**config.mk**
```make
export PLATFORM = sky130hd
export DESIGN_NAME = dmem_arbiter
export DESIGN_NICKNAME = d
export VERILOG_FILES = /design/src/rtl/dmem_arbiter_pkg.sv /design/src/rtl/dmem_arbiter_wait_counter.sv /design/src/rtl/dmem_arbiter.sv
export SDC_FILE = /design/constraint.sdc
export NUM_CORES = 1
export LEC_CHECK = 0
export ABC_AREA = 1
export CORE_AREA = 5 5 111 113
export DETAILED_ROUTE_END_ITERATION = 7
export DIE_AREA = 0 0 116 118
export PLACE_DENSITY = 0.66
export SYNTH_ARGS = -nofsm -noshare
export SYNTH_HDL_FRONTEND = slang
export SYNTH_SLANG_ARGS = --single-unit
export TNS_END_PERCENT = 1
```
**constraint.sdc**
```tcl
create_clock -name clk -period 1.4 [get_ports clk]
set_clock_uncertainty 0.15 [all_clocks]
set_input_delay 0.28 -clock clk [delete_from_list [all_inputs] [get_ports clk]]
set_output_delay 0.28 -clock clk [all_outputs]
set_load 0.01 [all_outputs]
```
**src/rtl/dmem_arbiter_pkg.sv**
```systemverilog
// Shared constants and owner-state encoding for the data-memory arbiter.
// Imported by dmem_arbiter and arb_wait_counter.
package dmem_arbiter_pkg;

    localparam int WORD_LEN     = 32;
    localparam int ARB_MAX_WAIT = 8;
    localparam int ARB_WAIT_W   = 4;

    typedef enum logic [1:0] {
        ARB_IDLE = 2'd0,
        ARB_CORE = 2'd1,
        ARB_UART = 2'd2
    } arb_state_e;

    function automatic logic is_owner(
        input arb_state_e st,
        input arb_state_e who
    );
        return st == who;
    endfunction

endpackage

```
**src/rtl/dmem_arbiter_wait_counter.sv**
```systemverilog
// Saturating wait counter used by the arbiter starvation guard.
// Clear has priority over increment; sat flags cnt >= MAX.
module arb_wait_counter
    import dmem_arbiter_pkg::*;
#(
    parameter int MAX = ARB_MAX_WAIT,
    parameter int W   = ARB_WAIT_W
) (
    input  logic         clk,
    input  logic         rst,
    input  logic         clr,
    input  logic         inc,
    output logic [W-1:0] cnt,
    output logic         sat
);

    localparam logic [W-1:0] MAX_V = W'(MAX);

    assign sat = (cnt >= MAX_V);

    always_ff @(posedge clk) begin
        if (rst) begin
            cnt <= '0;
        end else if (clr) begin
            cnt <= '0;
        end else if (inc && !sat) begin
            cnt <= cnt + 1'b1;
        end
    end

endmodule

```
**src/rtl/dmem_arbiter.sv**
```systemverilog
// Data-memory port arbiter between core and UART with starvation guard.
// Define DMEM_ARB_STATS_EN to add wrap-around statistics counters/ports.
module dmem_arbiter
    import dmem_arbiter_pkg::*;
#(
    parameter int WORD_LEN = dmem_arbiter_pkg::WORD_LEN,
    parameter int MAX_WAIT = ARB_MAX_WAIT,
    parameter int WAIT_W   = ARB_WAIT_W
) (
    input  logic                clk,
    input  logic                rst,
    input  logic                core_req,
    input  logic [WORD_LEN-1:0] core_addr,
    input  logic                core_wen,
    input  logic [WORD_LEN-1:0] core_wdata,
    output logic [WORD_LEN-1:0] core_rdata,
    output logic                core_stall,
    input  logic                uart_req,
    input  logic                uart_lock,
    input  logic [WORD_LEN-1:0] uart_addr,
    input  logic                uart_wen,
    input  logic [WORD_LEN-1:0] uart_wdata,
    output logic                uart_gnt,
    output logic [WORD_LEN-1:0] uart_rdata,
`ifdef DMEM_ARB_STATS_EN
    output logic [31:0]         stat_core_stall_cyc,
    output logic [31:0]         stat_uart_beats,
    output logic [31:0]         stat_starve_evt,
`endif
    output logic [WORD_LEN-1:0] mem_addr,
    output logic                mem_wen,
    output logic [WORD_LEN-1:0] mem_wdata,
    input  logic [WORD_LEN-1:0] mem_rdata
);

    arb_state_e         state_q;
    arb_state_e         state_d;
    logic [WAIT_W-1:0]  wait_cnt;
    logic               wait_sat;
    logic               wait_clr;
    logic               in_core;
    logic               in_uart;
    logic               starve;

    assign in_core = is_owner(state_q, ARB_CORE);
    assign in_uart = is_owner(state_q, ARB_UART);

    assign core_stall = core_req & ~in_core;
    assign uart_gnt   = in_uart & uart_req;
    assign core_rdata = mem_rdata;
    assign uart_rdata = mem_rdata;

    assign wait_clr = in_core | ~core_req;

    arb_wait_counter #(
        .MAX (MAX_WAIT),
        .W   (WAIT_W)
    ) u_wait (
        .clk (clk),
        .rst (rst),
        .clr (wait_clr),
        .inc (core_stall),
        .cnt (wait_cnt),
        .sat (wait_sat)
    );

    // A locked burst is never preempted; otherwise a saturated wait forces CORE.
    assign starve = in_uart & ~(uart_req & uart_lock) & core_req & wait_sat;

    always_ff @(posedge clk) begin
        if (rst) begin
            state_q <= ARB_IDLE;
        end else begin
            state_q <= state_d;
        end
    end

    always_comb begin
        state_d = ARB_IDLE;
        unique case (state_q)
            ARB_IDLE, ARB_CORE: begin
                if (uart_req) begin
                    state_d = ARB_UART;
                end else if (core_req) begin
                    state_d = ARB_CORE;
                end
            end
            ARB_UART: begin
                if (uart_req && uart_lock) begin
                    state_d = ARB_UART;
                end else if (starve) begin
                    state_d = ARB_CORE;
                end else if (uart_req) begin
                    state_d = ARB_UART;
                end else if (core_req) begin
                    state_d = ARB_CORE;
                end
            end
            default: state_d = ARB_IDLE;
        endcase
    end

    // Only the registered owner's inputs reach the memory port.
    always_comb begin
        mem_addr  = '0;
        mem_wdata = '0;
        mem_wen   = 1'b0;
        unique case (state_q)
            ARB_CORE: begin
                mem_addr  = core_addr;
                mem_wdata = core_wdata;
                mem_wen   = core_wen & core_req;
            end
            ARB_UART: begin
                mem_addr  = uart_addr;
                mem_wdata = uart_wdata;
                mem_wen   = uart_wen & uart_req;
            end
            default: begin
                mem_addr  = '0;
                mem_wdata = '0;
                mem_wen   = 1'b0;
            end
        endcase
    end

`ifdef DMEM_ARB_STATS_EN
    always_ff @(posedge clk) begin
        if (rst) begin
            stat_core_stall_cyc <= '0;
            stat_uart_beats     <= '0;
            stat_starve_evt     <= '0;
        end else begin
            if (core_stall) begin
                stat_core_stall_cyc <= stat_core_stall_cyc + 32'd1;
            end
            if (uart_gnt) begin
                stat_uart_beats <= stat_uart_beats + 32'd1;
            end
            if (starve) begin
                stat_starve_evt <= stat_starve_evt + 32'd1;
            end
        end
    end
`endif

endmodule

```
==> results.md, run 1 <==
- Status: complete, but fails checks
- Failing checks: setup timing
- Hold depth: 2
- Share of cells above drive strength 1: 0.373
- Top FF cell, synth: dfxtp_1
- Setup TNS Final: -34.85 ns
- Synth top area cells: nand2_1 (29%), buf_4 (27%), a21oi_1 (19%)
- CP most frequent cell: inv_4
- R2R depth: 10
- Setup crit end kind: output port
- Final setup margin: -0.548 ns
- CP Depth: 6
- Final setup vio count: 72
- Ant diodes: 0
- Total wire length: 10,300 µm
- First drt pass iteration count: 4
- Vias in the first global route: 2,830
- Hold Path Class: flip-flop to flip-flop
- Largest area contributor in the synthesized netlist: nand2_1
- Crit path DAT: 1.52 ns
- Max FO, Critical Path: 15
- Skew-Pair Late Insertion Delay: 0.23 ns
- Hpwl dp: 6920 µm
- CTS clock-pin slew for the worst setup and hold paths: 0.03 ns
- Die X: 116 µm
- #FFs+latches synth: 6
- Total of max-cap violations: 0
- Post-Syn Instances: 338
- Fillers: 1,182
- Hold-fix buffers, CTS: 0
- CP Launch Type: flip-flop
- Final Max Tran Viols: 0
- CTS tree: yes
- Mapped Area: 0.00184 mm²
- Gr ovfl total: 0
- Period minus WS final: 1.95 ns
- CP bufs+invs: 4
- CP max stage cell: dfxtp_4
- Synth top area share: 0.292
- FMAX: 0.513 GHz
- CTS Buffer Depth: 2
- RSZ-0062 raised after global routing: true
- Pwr dens: 430 mW/mm²
- Slew Limit Headroom: 0.880
- Setup WS pre-CTS: -0.845 ns
- GPL Wtd Cong: 0.810
- Worst path max stage delay: 0.35 ns
- Top-count cell post-synth: nand2_1
- Netlist cell types: 15
- Row count: 39
- Final #Nets: 665
- Via density: 4.23
- Ys async rst share: 0
- Initial antenna violation count: 0
- Period utilisation layout: 1.39
- Leak: 0.00156 µW
- Vias: 2,675
- Full die area: 0.0137 mm²
- Final Non-Filler Cells: 633
- 1st-iter DRT viols: 86
- Ys Warns: 0
- Post-synth top cells: nand2_1 (143), a21oi_1 (69), buf_4 (67)
- Placed insts: 611
- Largest net degree at the start of global routing: 33
- Level count of the clock H-tree: 1
- WL per Instance: 16.3 µm
- Final ANT Viol Nets: 0
- Type of the worst setup path: flip-flop to output port
- Synth Net Count: 511
- Fin. Hold Viols: 0
- Avg Inst Size Synth: 5.43 µm²
- Area growth syn-to-layout: 119%
- CP delay by family, top: buffers and inverters
- CP Cell Sequence: inv_4 -> ha_4 -> inv_4 -> bufbuf_16 -> a21oi_2 -> buf_2
- Core ar.: 0.0112 mm²
- Worst VDD drop: 0.466 mV
- Worst-Margin Slew: 0.179 ns
- Sequential area share after synthesis: 0.0654
- Clk root buf: clkbuf_16
- CTS buffer count: 3
- Die Y: 118 µm
- IO Port Bufs: 201
- Initial core utilization: 0.164
- I/O pin cnt: 298
- CTS sink cnt: 6
- Required @ worst endpoint: 0.97 ns
- Residual DRC: 0
- GRT Total Usage: 0.124
- First-pass GRT wire length: 14,000 µm
- Post-synth EDFFs: 0
-- registers in the layout, indices dropped and copies added (netlist names) --
name / count
u_wait.cnt: 4
state_q: 2
-- kinds of logic after synthesis --
group | synth area share
AO/OA/AOI/OAI | 0.191
adder cells (fa/ha/maj) | 0.0409
buffers and inverters | 0.375
AND/OR/NAND/NOR | 0.328
flip-flops | 0.0654
-- layout by cell type (no fill, tap or decap), types with 4 or more instances in the layout --
| cell | n |
|---|---|
| clkdlybuf4s50_1 | 134 |
| a21oi_2 | 58 |
| buf_6 | 7 |
| dfxtp_1 | 4 |
| a21oi_1 | 8 |
| buf_12 | 6 |
| nand3_1 | 5 |
| nand2_1 | 141 |
| buf_2 | 63 |
| clkbuf_16 | 9 |
| buf_4 | 16 |
| nor2_1 | 4 |
| inv_1 | 8 |
-- what timing repair did --
action | in CTS | in global routing
endpoints found under the setup margin | 71 | 73
hold endpoints to repair | 0 | 0
cloned | 3 | 7
setup buffers | 6 | 3
gates resized for setup | 321 | 40
pin swaps | 2 | 4
-- where the power goes --
group	leakage, µW	switching [µW]	internal (µW)
Clock	0.0000370	102	367
Sequential	0.0000505	7.37	177
Combinational	0.00147	429	643
Total	0.00156	539	1190
-- cell type report --
class | instances | area [µm²] | area share
timing repair buffer | 236 | 2240 | 0.558
multi-input combinational | 232 | 1340 | 0.333
tap | 143 | 179 | 0.0446
sequential | 6 | 128 | 0.0318
clock buffer | 3 | 75.1 | 0.0187
inverter | 13 | 56.3 | 0.0140
-- routing by layer --
| metal | global-route usage | share of wire | up-vias |
|---|---|---|---|
| met5 | 0 | 0 | - |
| met4 | 0.0464 | 0.035 | 0 |
| met3 | 0.0370 | 0.092 | 40 |
| met2 | 0.221 | 0.49 | 143 |
| met1 | 0.136 | 0.38 | 1187 |
| li1 | - | - | 1305 |
-- worst paths after layout --
check | slack (ns) | to | startpoint
max | -0.55 | mem_wdata[11] | state_q[1]$_SDFF_PP0_
min | 0.36 | u_wait.cnt[2]$_SDFFE_PP0P_ | u_wait.cnt[2]$_SDFFE_PP0P_
max reg2reg | -0.22 | u_wait.cnt[2]$_SDFFE_PP0P_ | state_q[0]$_SDFF_PP0_
min reg2reg | 0.36 | u_wait.cnt[2]$_SDFFE_PP0P_ | u_wait.cnt[2]$_SDFFE_PP0P_
-- worst reg2reg max path: stages (launching register included) --
cell and delay, ns:
dfxtp_4 0.34, buf_4 0.14, ha_4 0.16, buf_6 0.13, buf_6 0.13, inv_1 0.08, nand2_2 0.06, buf_4 0.12
nor2_1 0.08, nand2_1 0.05, a21oi_1 0.11
-- per-stage QoR --
stage / hold slack (ns) / util / power (µW) / instance area, µm²
floorplan: 0.271 / - / 638 / 1840
global placement: 0.336 / 0.320 / 1020 / 3590
detailed placement: 0.350 / 0.320 / 1030 / 3590
CTS: 0.364 / 0.329 / 1620 / 3690
global route: 0.389 / 0.358 / 1810 / 4020
finish: 0.362 / 0.358 / 1730 / 4020
Note: power is estimated with default switching activity, not from simulation.
==> run 2, diff against run 1 <==
--- a/config.mk
+++ b/config.mk
@@ -6,10 +6,9 @@
 export NUM_CORES = 1
 export LEC_CHECK = 0
 export ABC_AREA = 1
-export CORE_AREA = 5 5 111 113
+export CORE_AREA = 2 2 115 117
 export DETAILED_ROUTE_END_ITERATION = 7
-export DIE_AREA = 0 0 116 118
-export PLACE_DENSITY = 0.66
+export DIE_AREA = 0 0 117 119
 export SYNTH_ARGS = -nofsm -noshare
 export SYNTH_HDL_FRONTEND = slang
 export SYNTH_SLANG_ARGS = --single-unit
==> results.md, run 2 (synthesis gave the netlist of run 1 again) <==
- Status: complete, but fails checks
- Failing checks: setup timing
- Level count of the clock H-tree: 1
- Vias in the first global route: 2,492
- Gr ovfl total: 0
- I/O pin cnt: 298
- IO Port Bufs: 201
- Die X: 117 µm
- Commonest cells after routing, fill and taps aside: nand2_1 (134), clkdlybuf4s50_1 (134), buf_2 (64)
- Max reg flops: 4
- Final setup margin: -0.483 ns
- Skew-Pair Late Insertion Delay: 0.23 ns
- Max FO, Critical Path: 8
- FMAX: 0.531 GHz
- Residual DRC: 0
- Period utilisation layout: 1.34
- Worst VDD drop: 0.635 mV
- GRT Total Usage: 0.111
- Ant diodes: 0
- Final #Nets: 657
- Via density: 4.04
- Share of cells above drive strength 1: 0.328
- First drt pass iteration count: 4
- Crit path DAT: 1.45 ns
- CTS Buffer Depth: 2
- Type of the worst setup path: flip-flop to output port
- CTS tree: yes
- Hold Path Class: flip-flop to flip-flop
- Required @ worst endpoint: 0.97 ns
- Core ar.: 0.0129 mm²
- Setup WS pre-CTS: -0.772 ns
- Slew Limit Headroom: 0.839
- First-pass GRT wire length: 12,300 µm
- Biggest regs: u_wait.cnt (4), state_q (2)
- Initial antenna violation count: 0
- Pwr dens: 430 mW/mm²
- Full die area: 0.0139 mm²
- Final setup vio count: 71
- RSZ-0062 raised after global routing: true
- Die Y: 119 µm
- Leak: 0.00151 µW
- Fin Hold WS: 0.366 ns
- Total wire length: 10,100 µm
- Clk root buf: clkbuf_16
- Hpwl dp: 6390 µm
- CTS clock-pin slew for the worst setup and hold paths: 0.03 ns
- Final Max Tran Viols: 0
- 1st-iter DRT viols: 90
- Period minus WS final: 1.88 ns
- CTS buffer count: 3
- Fin. Hold Viols: 0
- Total of max-cap violations: 0
- Worst-Margin Slew: 0.241 ns
- WL per Instance: 15.3 µm
- Vias: 2,657
- Final ANT Viol Nets: 0
- Hold-fix buffers, CTS: 0
- Setup crit end kind: output port
- Area growth syn-to-layout: 111%
- R2R setup slack: -0.08 ns
- Row count: 42
- CP Launch Type: flip-flop
- End-of-flow core utilization: 0.301
- GPL Wtd Cong: 0.757
- Biggest register: u_wait.cnt
- Initial core utilization: 0.143
- CTS sink cnt: 6
- Largest net degree at the start of global routing: 34
[run 2: timing repair]
action,4_1_cts,5_1_grt
cloned,3,8
setup endpoints to repair,71,72
hold endpoints to repair,0,0
resized for setup,218,134
pin swaps,13,18
buffers inserted,3,2
[run 2: cell type report]
type / instances / area [µm²]
flip-flops and latches: 6 / 128
inverters: 13 / 66.3
multi-input cells: 232 / 1270
clock buffers: 3 / 75.1
repair buffers: 228 / 2120
well taps: 176 / 220
fillers: 1397 / 8990
[run 2: path summary, 6_finish.rpt]
kind              cells after the start                        from                    endpoint
hold / removal                        2  u_wait.cnt[2]$_SDFFE_PP0P_  u_wait.cnt[2]$_SDFFE_PP0P_
hold reg to reg                       2  u_wait.cnt[2]$_SDFFE_PP0P_  u_wait.cnt[2]$_SDFFE_PP0P_
setup / recovery                      6       state_q[0]$_SDFF_PP0_                mem_addr[11]
setup reg to reg                      9       state_q[1]$_SDFF_PP0_  u_wait.cnt[2]$_SDFFE_PP0P_
[run 2: metal layers]
| layer | part of all wire | global-route usage |
|---|---|---|
| met1 | 0.40 | 0.124 |
| met2 | 0.48 | 0.198 |
| met3 | 0.094 | 0.0326 |
| met4 | 0.030 | 0.0419 |
| met5 | 0 | 0 |
[run 2: stage by stage]
| stage | setup TNS, ns | instance area (µm²) | power, µW | cells |
|---|---|---|---|---|
| 2_1_floorplan | -14.48 | 1840 | 638 | 338 |
| 3_3_place_gp | -44.44 | 3610 | 1020 | 641 |
| 3_5_place_dp | -45.74 | 3610 | 1030 | 641 |
| 4_1_cts | -37.55 | 3640 | 1530 | 650 |
| 5_1_grt | -35.16 | 3880 | 1770 | 658 |
| 6_report | -30.29 | 3880 | 1670 | 658 |
[run 2: where the power goes]
| group | internal, µW | total (µW) | switching (µW) |
|---|---|---|---|
| sequential | 178 | 187 | 9.63 |
| clock | 367 | 463 | 96.2 |
| combinational | 599 | 1020 | 422 |
| total | 1140 | 1670 | 528 |
[run 2: critical path, stage by stage, from the launching register on]
cell,delay [ns]
dfxtp_4,0.37
inv_4,0.05
ha_4,0.29
inv_8,0.05
clkbuf_16,0.16
a21oi_2,0.13
buf_2,0.16
